$ cat config.mk
export PLATFORM = sky130hd
export DESIGN_NAME = if_stage_flat
export DESIGN_NICKNAME = d
export VERILOG_FILES = /design/src/rtl/if_stage_pkg.sv /design/src/rtl/if_stage_if.sv /design/src/rtl/if_stage_next_pc_mux.sv /design/src/rtl/if_stage.sv /design/src/flat_wrapper.sv
export SDC_FILE = /design/constraint.sdc
export NUM_CORES = 1
export LEC_CHECK = 0
export CORE_MARGIN = 5
export CORE_UTILIZATION = 40
export DETAILED_ROUTE_END_ITERATION = 10
export PLACE_DENSITY_LB_ADDON = 0.1
export SYNTH_ARGS = -nofsm -noshare
export SYNTH_HDL_FRONTEND = slang
export SYNTH_SLANG_ARGS = --single-unit
$ cat constraint.sdc
create_clock -name clock -period 3.87 [get_ports clock]
set_clock_uncertainty 0.15 [all_clocks]
set_input_delay 0.387 -clock clock [delete_from_list [all_inputs] [get_ports clock]]
set_output_delay 0.387 -clock clock [all_outputs]
set_load 0.005 [all_outputs]
$ cat src/rtl/if_stage_pkg.sv
// Shared definitions for the instruction-fetch stage: pc_src encodings, reset/bubble words,
// the simulation clock period and the word-alignment helper.
package if_stage_pkg;

    typedef enum logic [1:0] {
        PCSRC_SEQ = 2'b00,
        PCSRC_BR  = 2'b01,
        PCSRC_J   = 2'b10,
        PCSRC_JR  = 2'b11
    } pc_src_e;

    localparam logic [31:0] RESET_PC_DEF  = 32'h0000_0000;
    localparam logic [31:0] NOP_INSTR_DEF = 32'h0000_0000;  // sll $0,$0,0
    localparam int          CLOCK_PERIOD  = 10;

    function automatic logic [31:0] align_word(input logic [31:0] addr);
        return {addr[31:2], 2'b00};
    endfunction

endpackage

$ cat src/rtl/if_stage_if.sv
// Fetch-side bus: instruction-memory port plus the IF/ID register outputs toward decode.
interface if_stage_if;
    logic [31:0] imem_addr;
    logic [31:0] imem_data;
    logic [31:0] ifid_instr;
    logic [31:0] ifid_pc4;
    logic        ifid_valid;

    modport master (
        output imem_addr,
        input  imem_data,
        output ifid_instr,
        output ifid_pc4,
        output ifid_valid
    );

    modport slave (
        input  imem_addr,
        output imem_data,
        input  ifid_instr,
        input  ifid_pc4,
        input  ifid_valid
    );
endinterface

$ cat src/rtl/if_stage_next_pc_mux.sv
// Combinational 4:1 next-PC select; the chosen target is forced word-aligned.
module next_pc_mux
    import if_stage_pkg::*;
(
    input  logic [1:0]  pc_src,
    input  logic [31:0] pc4,
    input  logic [31:0] branch_target,
    input  logic [31:0] jump_target,
    input  logic [31:0] jr_target,
    output logic [31:0] next_pc
);

    logic [31:0] raw_target;

    always_comb begin
        raw_target = pc4;
        case (pc_src)
            PCSRC_SEQ: raw_target = pc4;
            PCSRC_BR:  raw_target = branch_target;
            PCSRC_J:   raw_target = jump_target;
            PCSRC_JR:  raw_target = jr_target;
            default:   raw_target = pc4;
        endcase
    end

    assign next_pc = align_word(raw_target);

endmodule

$ cat src/rtl/if_stage.sv
// Instruction-fetch stage: PC register, next-PC selection and the IF/ID pipeline register.
// Optional macro IF_PERF_CNT_EN adds fetch/stall/flush performance counters.
module if_stage
    import if_stage_pkg::*;
#(
    parameter logic [31:0] RESET_PC  = RESET_PC_DEF,
    parameter logic [31:0] NOP_INSTR = NOP_INSTR_DEF
) (
    input  logic              clock,
    input  logic              reset,
    input  logic              stall,
    input  logic              flush,
    input  logic [1:0]        pc_src,
    input  logic [31:0]       branch_target,
    input  logic [31:0]       jump_target,
    input  logic [31:0]       jr_target,
    output logic [31:0]       pc,
`ifdef IF_PERF_CNT_EN
    output logic [31:0]       perf_fetch,
    output logic [31:0]       perf_stall,
    output logic [31:0]       perf_flush,
`endif
    if_stage_if.master        bus
);

    logic [31:0] pc_q, pc_d;
    logic [31:0] ifid_instr_q, ifid_instr_d;
    logic [31:0] ifid_pc4_q, ifid_pc4_d;
    logic        ifid_valid_q, ifid_valid_d;
    logic [31:0] pc4;
    logic [31:0] next_pc;

    assign pc4 = pc_q + 32'd4;

    next_pc_mux u_next_pc_mux (
        .pc_src        (pc_src),
        .pc4           (pc4),
        .branch_target (branch_target),
        .jump_target   (jump_target),
        .jr_target     (jr_target),
        .next_pc       (next_pc)
    );

    // Flush beats stall: a redirect must never be lost behind a load-use hold.
    always_comb begin
        pc_d         = pc_q;
        ifid_instr_d = ifid_instr_q;
        ifid_pc4_d   = ifid_pc4_q;
        ifid_valid_d = ifid_valid_q;
        if (flush) begin
            pc_d         = next_pc;
            ifid_instr_d = NOP_INSTR;
            ifid_pc4_d   = 32'd0;
            ifid_valid_d = 1'b0;
        end else if (!stall) begin
            pc_d         = next_pc;
            ifid_instr_d = bus.imem_data;
            ifid_pc4_d   = pc4;
            ifid_valid_d = 1'b1;
        end
    end

    always_ff @(posedge clock or negedge reset) begin
        if (!reset) begin
            pc_q         <= RESET_PC;
            ifid_instr_q <= NOP_INSTR;
            ifid_pc4_q   <= 32'd0;
            ifid_valid_q <= 1'b0;
        end else begin
            pc_q         <= pc_d;
            ifid_instr_q <= ifid_instr_d;
            ifid_pc4_q   <= ifid_pc4_d;
            ifid_valid_q <= ifid_valid_d;
        end
    end

    assign pc             = pc_q;
    assign bus.imem_addr  = pc_q;
    assign bus.ifid_instr = ifid_instr_q;
    assign bus.ifid_pc4   = ifid_pc4_q;
    assign bus.ifid_valid = ifid_valid_q;

`ifdef IF_PERF_CNT_EN
    logic [31:0] perf_fetch_q, perf_fetch_d;
    logic [31:0] perf_stall_q, perf_stall_d;
    logic [31:0] perf_flush_q, perf_flush_d;

    always_comb begin
        perf_fetch_d = perf_fetch_q;
        perf_stall_d = perf_stall_q;
        perf_flush_d = perf_flush_q;
        if (flush)
            perf_flush_d = perf_flush_q + 32'd1;
        else if (stall)
            perf_stall_d = perf_stall_q + 32'd1;
        else
            perf_fetch_d = perf_fetch_q + 32'd1;
    end

    always_ff @(posedge clock or negedge reset) begin
        if (!reset) begin
            perf_fetch_q <= 32'd0;
            perf_stall_q <= 32'd0;
            perf_flush_q <= 32'd0;
        end else begin
            perf_fetch_q <= perf_fetch_d;
            perf_stall_q <= perf_stall_d;
            perf_flush_q <= perf_flush_d;
        end
    end

    assign perf_fetch = perf_fetch_q;
    assign perf_stall = perf_stall_q;
    assign perf_flush = perf_flush_q;
`endif

endmodule

$ cat src/flat_wrapper.sv
// flat-port wrapper written by rule: the top's interface ports become plain ports
module if_stage_flat import if_stage_pkg::*;
#(
    parameter logic [31:0] RESET_PC  = RESET_PC_DEF,
    parameter logic [31:0] NOP_INSTR = NOP_INSTR_DEF
)
  (clock, reset, stall, flush, pc_src, branch_target, jump_target, jr_target, pc, bus_imem_addr, bus_imem_data, bus_ifid_instr, bus_ifid_pc4, bus_ifid_valid);
  if_stage_if bus_i ();
  input  logic clock;
  input  logic reset;
  input  logic stall;
  input  logic flush;
  input  logic [1:0] pc_src;
  input  logic [31:0] branch_target;
  input  logic [31:0] jump_target;
  input  logic [31:0] jr_target;
  output logic [31:0] pc;
  output wire logic [$bits(bus_i.imem_addr)-1:0] bus_imem_addr;
  input wire logic [$bits(bus_i.imem_data)-1:0] bus_imem_data;
  output wire logic [$bits(bus_i.ifid_instr)-1:0] bus_ifid_instr;
  output wire logic [$bits(bus_i.ifid_pc4)-1:0] bus_ifid_pc4;
  output wire logic [$bits(bus_i.ifid_valid)-1:0] bus_ifid_valid;
  assign bus_imem_addr = bus_i.imem_addr;
  assign bus_i.imem_data = bus_imem_data;
  assign bus_ifid_instr = bus_i.ifid_instr;
  assign bus_ifid_pc4 = bus_i.ifid_pc4;
  assign bus_ifid_valid = bus_i.ifid_valid;
  if_stage #(.RESET_PC(RESET_PC), .NOP_INSTR(NOP_INSTR)) u_core (.clock(clock), .reset(reset), .stall(stall), .flush(flush), .pc_src(pc_src), .branch_target(branch_target), .jump_target(jump_target), .jr_target(jr_target), .pc(pc), .bus(bus_i));
endmodule
[Yosys cells after proc, flatten, opt, wreduce, memory -nomap -nowiden]
Index checks and enable logic that the tools add are counted.
Operators by class
  bitwise operators: 0
  eq/ne operators: 4
  div/mod/pow operators: 0
  multiply operators: 0
  $add $sub $neg: 1
  order comparisons: 0
  shift-type cells: 0
  reduce and logical (&&, ||, !) cells: 1
  muxes and demuxes: 9
Operator list (count)
  2-to-1 mux 32 bit: 6
  one-hot mux 32 bit (4 select lines): 1
  adder 32 x 3 -> 32 bit (second input constant): 1
  == test 2 bit (second input constant): 2
  == test 2 x 1 -> 1 bit (second input constant): 1
  logical NOT 2 bit: 1
  2-to-1 mux 1 bit: 2
  != test 2 x 1 -> 1 bit (second input constant): 1
Word-level totals
  bits in writable memories: 0
  flip-flop bits (word level): 97
  bits in read-only memories: 0
  input port bits: 134
  output and inout port bits: 129
  memories: 0
  word-level logic and storage cells: 19
  bits in latches: 0

[Depth between registers and ports, before layout]
Gate-level depths: netlist (run 1).
  depth in word-level cells: 4
  gate-level depth with buffers: 7
  depth with buffers taken out: 5

[Modules after synthesis]
From an unflattened synthesis (run 1), not the netlist that was laid out.
Second synthesis, totals
  cell total of the unflattened synthesis: 477
  area total of the unflattened synthesis: 5474.0 um^2
By module, submodules not included
  if_stage: sequential area each 2427.3 um^2, cells each 438, area an instance 4730.8 um^2, times used 1
  next_pc_mux: sequential area each 0.0 um^2, cells each 39, area an instance 743.2 um^2, times used 1

[Worst setup path before layout (run 1)]
Ideal clock, no wire load.
  path kind: register -> register
  start: register u_core.pc_q[2], in the netlist u_core.bus.imem_addr[2]
  end: register u_core.ifid_pc4_q[22], in the netlist u_core.bus.ifid_pc4[22]
  setup time: 0.099 ns
  setup slack: 1.690 ns
  stages on the path, launching flop included: 8
  path buffers: 2
  required time: 3.621 ns
  clock period less this slack: 2.180 ns
  data arrival time: 1.931 ns
  cells stage by stage: dfrtp_1 ha_1 and4_1 buf_2 nand4_1 clkbuf_1 or3_1 a311oi_1
Between the ends
  cells in the longest elaborated chain, start to end: 3
RTL lines
  start: declaration: line if_stage.sv:26  | logic [31:0] pc_q, pc_d;
  start signal: assignment: line if_stage.sv:70  | pc_q <= pc_d;
  adder 32 x 3 -> 32 bit: line if_stage.sv:33  | assign pc4 = pc_q + 32'd4;
  2-to-1 mux 32 bit: line if_stage.sv:55  | end else if (!stall) begin
  2-to-1 mux 32 bit: line if_stage.sv:50  | if (flush) begin
  end signal: assignment: line if_stage.sv:72  | ifid_pc4_q <= ifid_pc4_d;
  end: declaration: line if_stage.sv:28  | logic [31:0] ifid_pc4_q, ifid_pc4_d;
Every way passes these cells. The select of a mux whose other input is x is not followed.
A chain may end at the register's enable or synchronous reset.

[Final worst setup path (run 1)]
  start: register u_core.pc_q[2], in the netlist u_core.bus.imem_addr[2]
  end: register u_core.ifid_pc4_q[20], in the netlist u_core.bus.ifid_pc4[20]
Same word-level chain as after synthesis.

==> key figures, run 1 <==
Routing
  – Vias per cell: 5.72
  – DR vias: 5610
  – Final WL: 18.8 mm
  – Drt drc: 0
  – Avg WL per Cell: 19.2 um
  – Iteration-0 DRC Markers: 334
  – Antenna Violating Nets Remaining: 0
  – DR pass1 iterations: 7

Place
  – Post-DP HPWL: 14.2 mm
  – Placement-stage cell area: 0.00810 sq mm
  – Worst slack at placement: 1.12 ns
  – IO buf count: 250
  – Final Wtd Congestion: 0.858

Layout
  – Commonest non-fill, non-tap cell in the layout: clkdlybuf4s50_1
  – Post-route cell area: 0.00839 sq mm
  – Fin nets: 930
  – Most frequent cells in the layout: 246 x clkdlybuf4s50_1, 93 x dfrtp_1, 76 x nor2_1
  – Util after Layout: 60.0%
  – Layout cells sized above 1: 6.25%
  – Layout Area Growth over Synthesis: 45.4%
  – Diodes inserted: 0

Clock tree
  – Clock buffer depth: 2
  – H-tree depth: 3
  – CTS sink count: 93
  – Cts bufs inserted: 9
  – Root Driver: clkbuf_16
  – Skew-Pair Late Insertion Delay: 0.34 ns
  – TritonCTS clock tree: built
  – Clock transition at path regs: 0.07 ns

Setup path
  – Worst EP arrival: 2.75 ns
  – Worst r2r dst: u_core.bus.ifid_pc4[20]
  – Worst setup EP type: flop
  – Reg-to-reg slack, setup: 1.20 ns
  – Crit path to: u_core.bus.ifid_pc4[20]
  – Critical path class: flop to flop
  – Startpoint types: flop
  – Crit-path max FO: 8
  – Worst r2r src: u_core.bus.imem_addr[2]
  – Reg2reg path depth: 5
  – Crit path launch: u_core.bus.imem_addr[2]
  – CP Data Required Time: 3.95 ns

Hold path
  – Worst min path class: input port to flop

Job
  – Max_cap viols: 0

Timing
  – Final min period: 2.67 ns
  – Fmax: 0.375 GHz
  – Final Hold Fails: 0
  – Fin Setup TNS: 0 ns
  – RSZ-0062 raised after global routing: no
  – Fin crit share: 69.0%
  – Max-slew violations: 0
  – Rel. slew slack: 31.7%
  – # setup viols final: 0
  – Slew @ Worst Pin: 1.02 ns
  – Hold WS: 0.207 ns
  – Final worst slack: 1.20 ns

Synthesis
  – Mapped Cells: 608
  – Syn Area/Cell: 9.49 sq um
  – Synth async-reset ratio: 100%
  – Flops & latches, synth: 93
  – Most used DFF post-synth: dfrtp_1
  – Largest area contributor in the netlist: dfrtp_1
  – Netlist cell types: 55
  – Cell area after synthesis: 0.00577 sq mm
  – Top cells by area, synth: dfrtp_1 40%, mux2i_1 10%, nor2_1 4.9%
  – Register area share after synthesis: 40.3%
  – Yosys Warn Count: 0
  – Synth top area share: 40.3%
  – Post-synth EDFFs: 0

Floorplanning
  – Die height: 130 um
  – Initial Util: 41.3%
  – Core Region: 0.0140 sq mm
  – Die Width: 130 um
  – Core Rows: 43
  – Full die area: 0.0169 sq mm
  – IO Pins: 263

Global route
  – First-pass GRT wire length: 29.6 mm
  – GRT Util Overall: 22.1%
  – Initial antenna violation count: 0
  – Vias in the first global route: 5845
  – Largest net degree at the start of global routing: 67
  – GR Overflow Total: 0

Power and ir drop
  – PwrDens: 346 mW/mm^2
  – Pleak: 3.40 nW
  – Max VDD drop: 0.000236 V

Outcome
  – Status: finished clean
[layer usage]
metal / GRT usage, % / up-vias / part of all wire [%]
li1: - / 2597 / -
met1: 27.2 / 2744 / 39
met2: 38.6 / 239 / 51
met3: 4.95 / 30 / 7.7
met4: 7.27 / 0 / 2.2
met5: 0 / - / 0
[worst min path at each step]
| stage | from | slack, ns | cells after the start | end |
|---|---|---|---|---|
| 3_3_place_gp | reset | 0.21 | 1 | u_core.bus.ifid_pc4[29] |
| 5_1_grt | stall | 0.21 | 2 | u_core.bus.ifid_valid |
| 4_1_cts | stall | 0.20 | 2 | u_core.bus.ifid_valid |
| 6_report | stall | 0.21 | 2 | u_core.bus.ifid_valid |
| 2_1_floorplan | reset | -0.06 | 0 | u_core.bus.ifid_instr[0] |
| 3_5_place_dp | reset | 0.22 | 1 | u_core.bus.ifid_pc4[29] |
[logic make-up (layout without fill, tap and decap cells)]
group	Yosys count	count (layout)	synth area share, %
simple gates	193	193	16.8
compound gates	134	134	17.3
xor+xnor	10	10	1.52
flops	93	93	40.3
fa+ha+maj	1	1	0.217
other cells	1	6	0.0650
mux	75	75	14.7
buf+inv	101	288	9.08
[timing repair]
item | 4_1_cts | 5_1_grt
resized for setup | 0 | 0
setup buffers | 0 | 0
hold buffers | 1 | 0
endpoints found under the hold margin | 31 | 0
[Yosys cell counts (9+ instances only)]
library cell / instances
or4_1: 9
a211oi_1: 11
nand3_1: 15
a2bb2oi_1: 15
dfrtp_1: 93
nor3_1: 15
o21ai_0: 18
nand4_1: 13
nand2_1: 27
mux2i_1: 60
nor2_1: 76
a311oi_1: 28
buf_4: 36
a21oi_1: 17
clkbuf_1: 44
inv_1: 9
[per-stage QoR]
stage                     cells  total power [W]
after floorplan             613          0.00160
after global placement      963          0.00205
after detailed placement    963          0.00207
after CTS                   980          0.00293
after global routing        980          0.00305
final                       980          0.00290
[report_power, final]
group	internal, W	switching, W
Combinational	0.000503	0.000321
Sequential	0.00106	0.000159
Clock	0.000448	0.000407
Total	0.00201	0.000887
[final cells by class]
cell class | instances | area, sq um
fillers | 1232 | 5600
multi-input cells | 419 | 2940
repair buffers | 263 | 2580
flip-flops and latches | 93 | 2330
clock buffers | 9 | 225
well taps | 180 | 225
clock inverters | 7 | 56.3
inverters | 9 | 33.8
[worst max-delay path, stage by stage, from the launching register on]
cell	delay [ns]
dfrtp_1	0.51
ha_1	0.34
nand4_1	0.31
nor4_1	0.73
a2111oi_0	0.22
a221o_1	0.30
[state kept, by name (all words and copies together) (netlist names)]
name	count
u_core.bus.ifid_instr	32
u_core.bus.ifid_pc4	30
u_core.bus.ifid_valid	1
u_core.bus.imem_addr	30
(Power assumes the default switching activity.)
==> run 2, diff against run 1 <==
Clock period 3.87 ns to 2.7 ns, I/O delays scaled along.
==> run 2 against run 1 <==
  * Worst hold slack worse by 0.046 ns
  * Routed wire length up 1.4%
  * Via count up 0.27%
  * Critical path depth down 1
  * Critical endpoint is now u_core.bus.ifid_pc4[26]
  * Global-route usage up 0.10 points
==> key figures, run 2 (same netlist as run 1, synthesis figures left out) <==
Outcome
  – Status: finished clean

Global route
  – Largest net degree at the start of global routing: 45 (-33%)
  – Vias in the first global route: 5626 (-3.7%)
  – GR Overflow Total: 0 (unchanged)
  – First-pass GRT wire length: 29.4 mm (-0.56%)
  – Initial antenna violation count: 0 (unchanged)
  – GRT Util Overall: 22.3% (+0.10 points)

Layout
  – Layout Area Growth over Synthesis: 48.5%
  – Post-route cell area: 0.00857 sq mm (+2.1%)
  – Finished Layout Cells: 998 (+1.8%)
  – Most frequent cells in the layout: 246 x clkdlybuf4s50_1, 93 x dfrtp_1, 76 x nor2_1
  – Commonest non-fill, non-tap cell in the layout: clkdlybuf4s50_1
  – FF/Latch Area: 0.00233 sq mm (unchanged)
  – Multi-input logic area: 0.00294 sq mm (unchanged)
  – Diodes inserted: 0 (unchanged)
  – Fin nets: 948 (+1.9%)
  – Max reg flops: 32 (unchanged)
  – Fillers: 1168 (-5.2%)
  – Layout cells sized above 1: 8.31% (+2.1 points)

Timing
  – Fmax: 0.409 GHz (+9.3%)
  – RSZ-0062 raised after global routing: no
  – Fin Setup TNS: 0 ns (unchanged)
  – Final min period: 2.44 ns (-0.227 ns)
  – Slew @ Worst Pin: 0.877 ns (-0.147 ns)
  – # setup viols final: 0 (unchanged)
  – Final Hold Fails: 0 (unchanged)
  – Rel. slew slack: 41.3% (+9.6 points)
  – Fin crit share: 90.5% (+21 points)
  – Max-slew violations: 0 (unchanged)

Setup path
  – Reg-to-reg slack, setup: 0.26 ns (-0.94 ns)
  – Worst r2r dst: u_core.bus.ifid_pc4[26]
  – CP delay by family, top: simple AND/OR/NAND/NOR gates
  – Critical Path Max Stage Delay: 0.63 ns (-0.10 ns)
  – Critical path class: flop to flop
  – Startpoint types: flop
  – Crit-path max FO: 10 (+2)
  – Crit path launch: u_core.bus.imem_addr[13]
  – Slowest-stage cell, CP: or4_1
  – CP Data Required Time: 2.80 ns (-1.15 ns)
  – Worst r2r src: u_core.bus.imem_addr[13]
  – Worst EP arrival: 2.54 ns (-0.21 ns)
  – Reg2reg path depth: 4 (-1)
  – CP Buf/Inv Count: 0 (unchanged)
  – CP Cell Sequence: and4_1 > nand4_1 > or4_1 > a311oi_1
  – Worst setup EP type: flop

Floorplanning
  – Core Region: 0.0140 sq mm (unchanged)
  – Core Rows: 43 (unchanged)
  – IO Pins: 263 (unchanged)
  – Die height: 130 um (unchanged)
  – Full die area: 0.0169 sq mm (unchanged)
  – Initial Util: 41.3% (unchanged)
  – Die Width: 130 um (unchanged)

Clock tree
  – H-tree depth: 3 (unchanged)
  – Root Driver: clkbuf_16
  – Clock transition at path regs: 0.07 ns (about the same)
  – TritonCTS clock tree: built
  – Skew-Pair Late Insertion Delay: 0.35 ns (about the same)
  – Cts bufs inserted: 9 (unchanged)
  – Clock buffer depth: 2 (unchanged)
  – Cts repair resizes: 0 (unchanged)
  – CTS sink count: 93 (unchanged)

Hold path
  – Hold endpoint: u_core.bus.ifid_pc4[17]
  – Hold Startpoint: stall
  – Hold path depth: 3 (+1)
  – Worst min path class: input port to flop

Routing
  – DR vias: 5625 (+0.27%)
  – Drt drc: 0 (unchanged)
  – Antenna Violating Nets Remaining: 0 (unchanged)
  – Final WL: 19.1 mm (+1.4%)
  – Iteration-0 DRC Markers: 330 (-1.2%)
  – Vias per cell: 5.64 (-1.5%)
  – Avg WL per Cell: 19.1 um (-0.43%)
  – DR pass1 iterations: 4 (-3)

Place
  – Post-DP HPWL: 14.7 mm (+3.7%)
  – Placement-stage cell area: 0.00825 sq mm (+1.8%)
  – Final Wtd Congestion: 0.847 (-1.3%)
  – IO buf count: 250 (unchanged)
  – Placed insts: 981 (+1.9%)

Power and ir drop
  – Max VDD drop: 0.000308 V (+30%)
  – Pleak: 3.50 nW (+3.0%)
  – PwrDens: 503 mW/mm^2 (+46%)

Job
  – Max_cap viols: 0 (unchanged)
-- run 2: cell count changes in the layout (fill, tap and decap cells not counted), sizes merged --
cell / delta
buf: +18
clkinv: -2
bufinv: +1
clkbuf: +1
-- run 2: power by group --
part,switching (W),internal (W)
clock network,0.000578,0.000760
registers,0.000188,0.00152
logic,0.000506,0.000755
total,0.00127,0.00304
-- run 2: tightest hold or removal path: cells and delay by family --
family                 cells  cell delay (ns)
and+or+nand+nor            1             0.09
AOI/OAI and AO/OA          1             0.10
buffers and inverters      1             0.15
-- run 2: area by class of cell --
type | instances | area share [%]
Clock buffer | 10 | 2.79
Sequential cell | 93 | 27.1
Clock inverter | 6 | 0.861
Multi-Input combinational cell | 419 | 34.3
Timing Repair Buffer | 281 | 31.9
Inverter | 9 | 0.394
Tap cell | 180 | 2.63
-- run 2: how the worst max path moves through the flow --
stage / depth (start not counted) / end
4_1_cts: 4 / u_core.bus.ifid_pc4[26]
3_3_place_gp: 4 / u_core.bus.ifid_pc4[26]
2_1_floorplan: 7 / u_core.bus.ifid_pc4[22]
6_report: 4 / u_core.bus.ifid_pc4[26]
5_1_grt: 4 / u_core.bus.ifid_pc4[30]
3_5_place_dp: 4 / u_core.bus.ifid_pc4[26]
-- run 2: repair_timing --
action | in CTS | in global routing
hold buffers | 1 | 0
endpoints found under the hold margin | 27 | 0
buffers inserted | 0 | 0
setup endpoints to repair | 0 | 0
-- run 2: layer usage --
metal  vias to the layer above  track usage [%]  wire, um
met5                         -                0         0
met1                      2745             27.4      7650
met2                       211             38.8      9760
met3                        22             5.32      1350
met4                         0             6.42       306
li1                       2647                -         -
-- run 2: metrics by stage --
step                      hold WS (ns)  util, %  power, W  setup slack (ns)
after floorplan                 -0.176        -   0.00229             0.520
after global placement          0.0887     59.0   0.00298             0.326
after detailed placement        0.0952     59.0   0.00301             0.288
after CTS                        0.165     61.3   0.00435             0.284
after global routing             0.195     61.3   0.00453             0.111
final                            0.160     61.3   0.00431             0.258
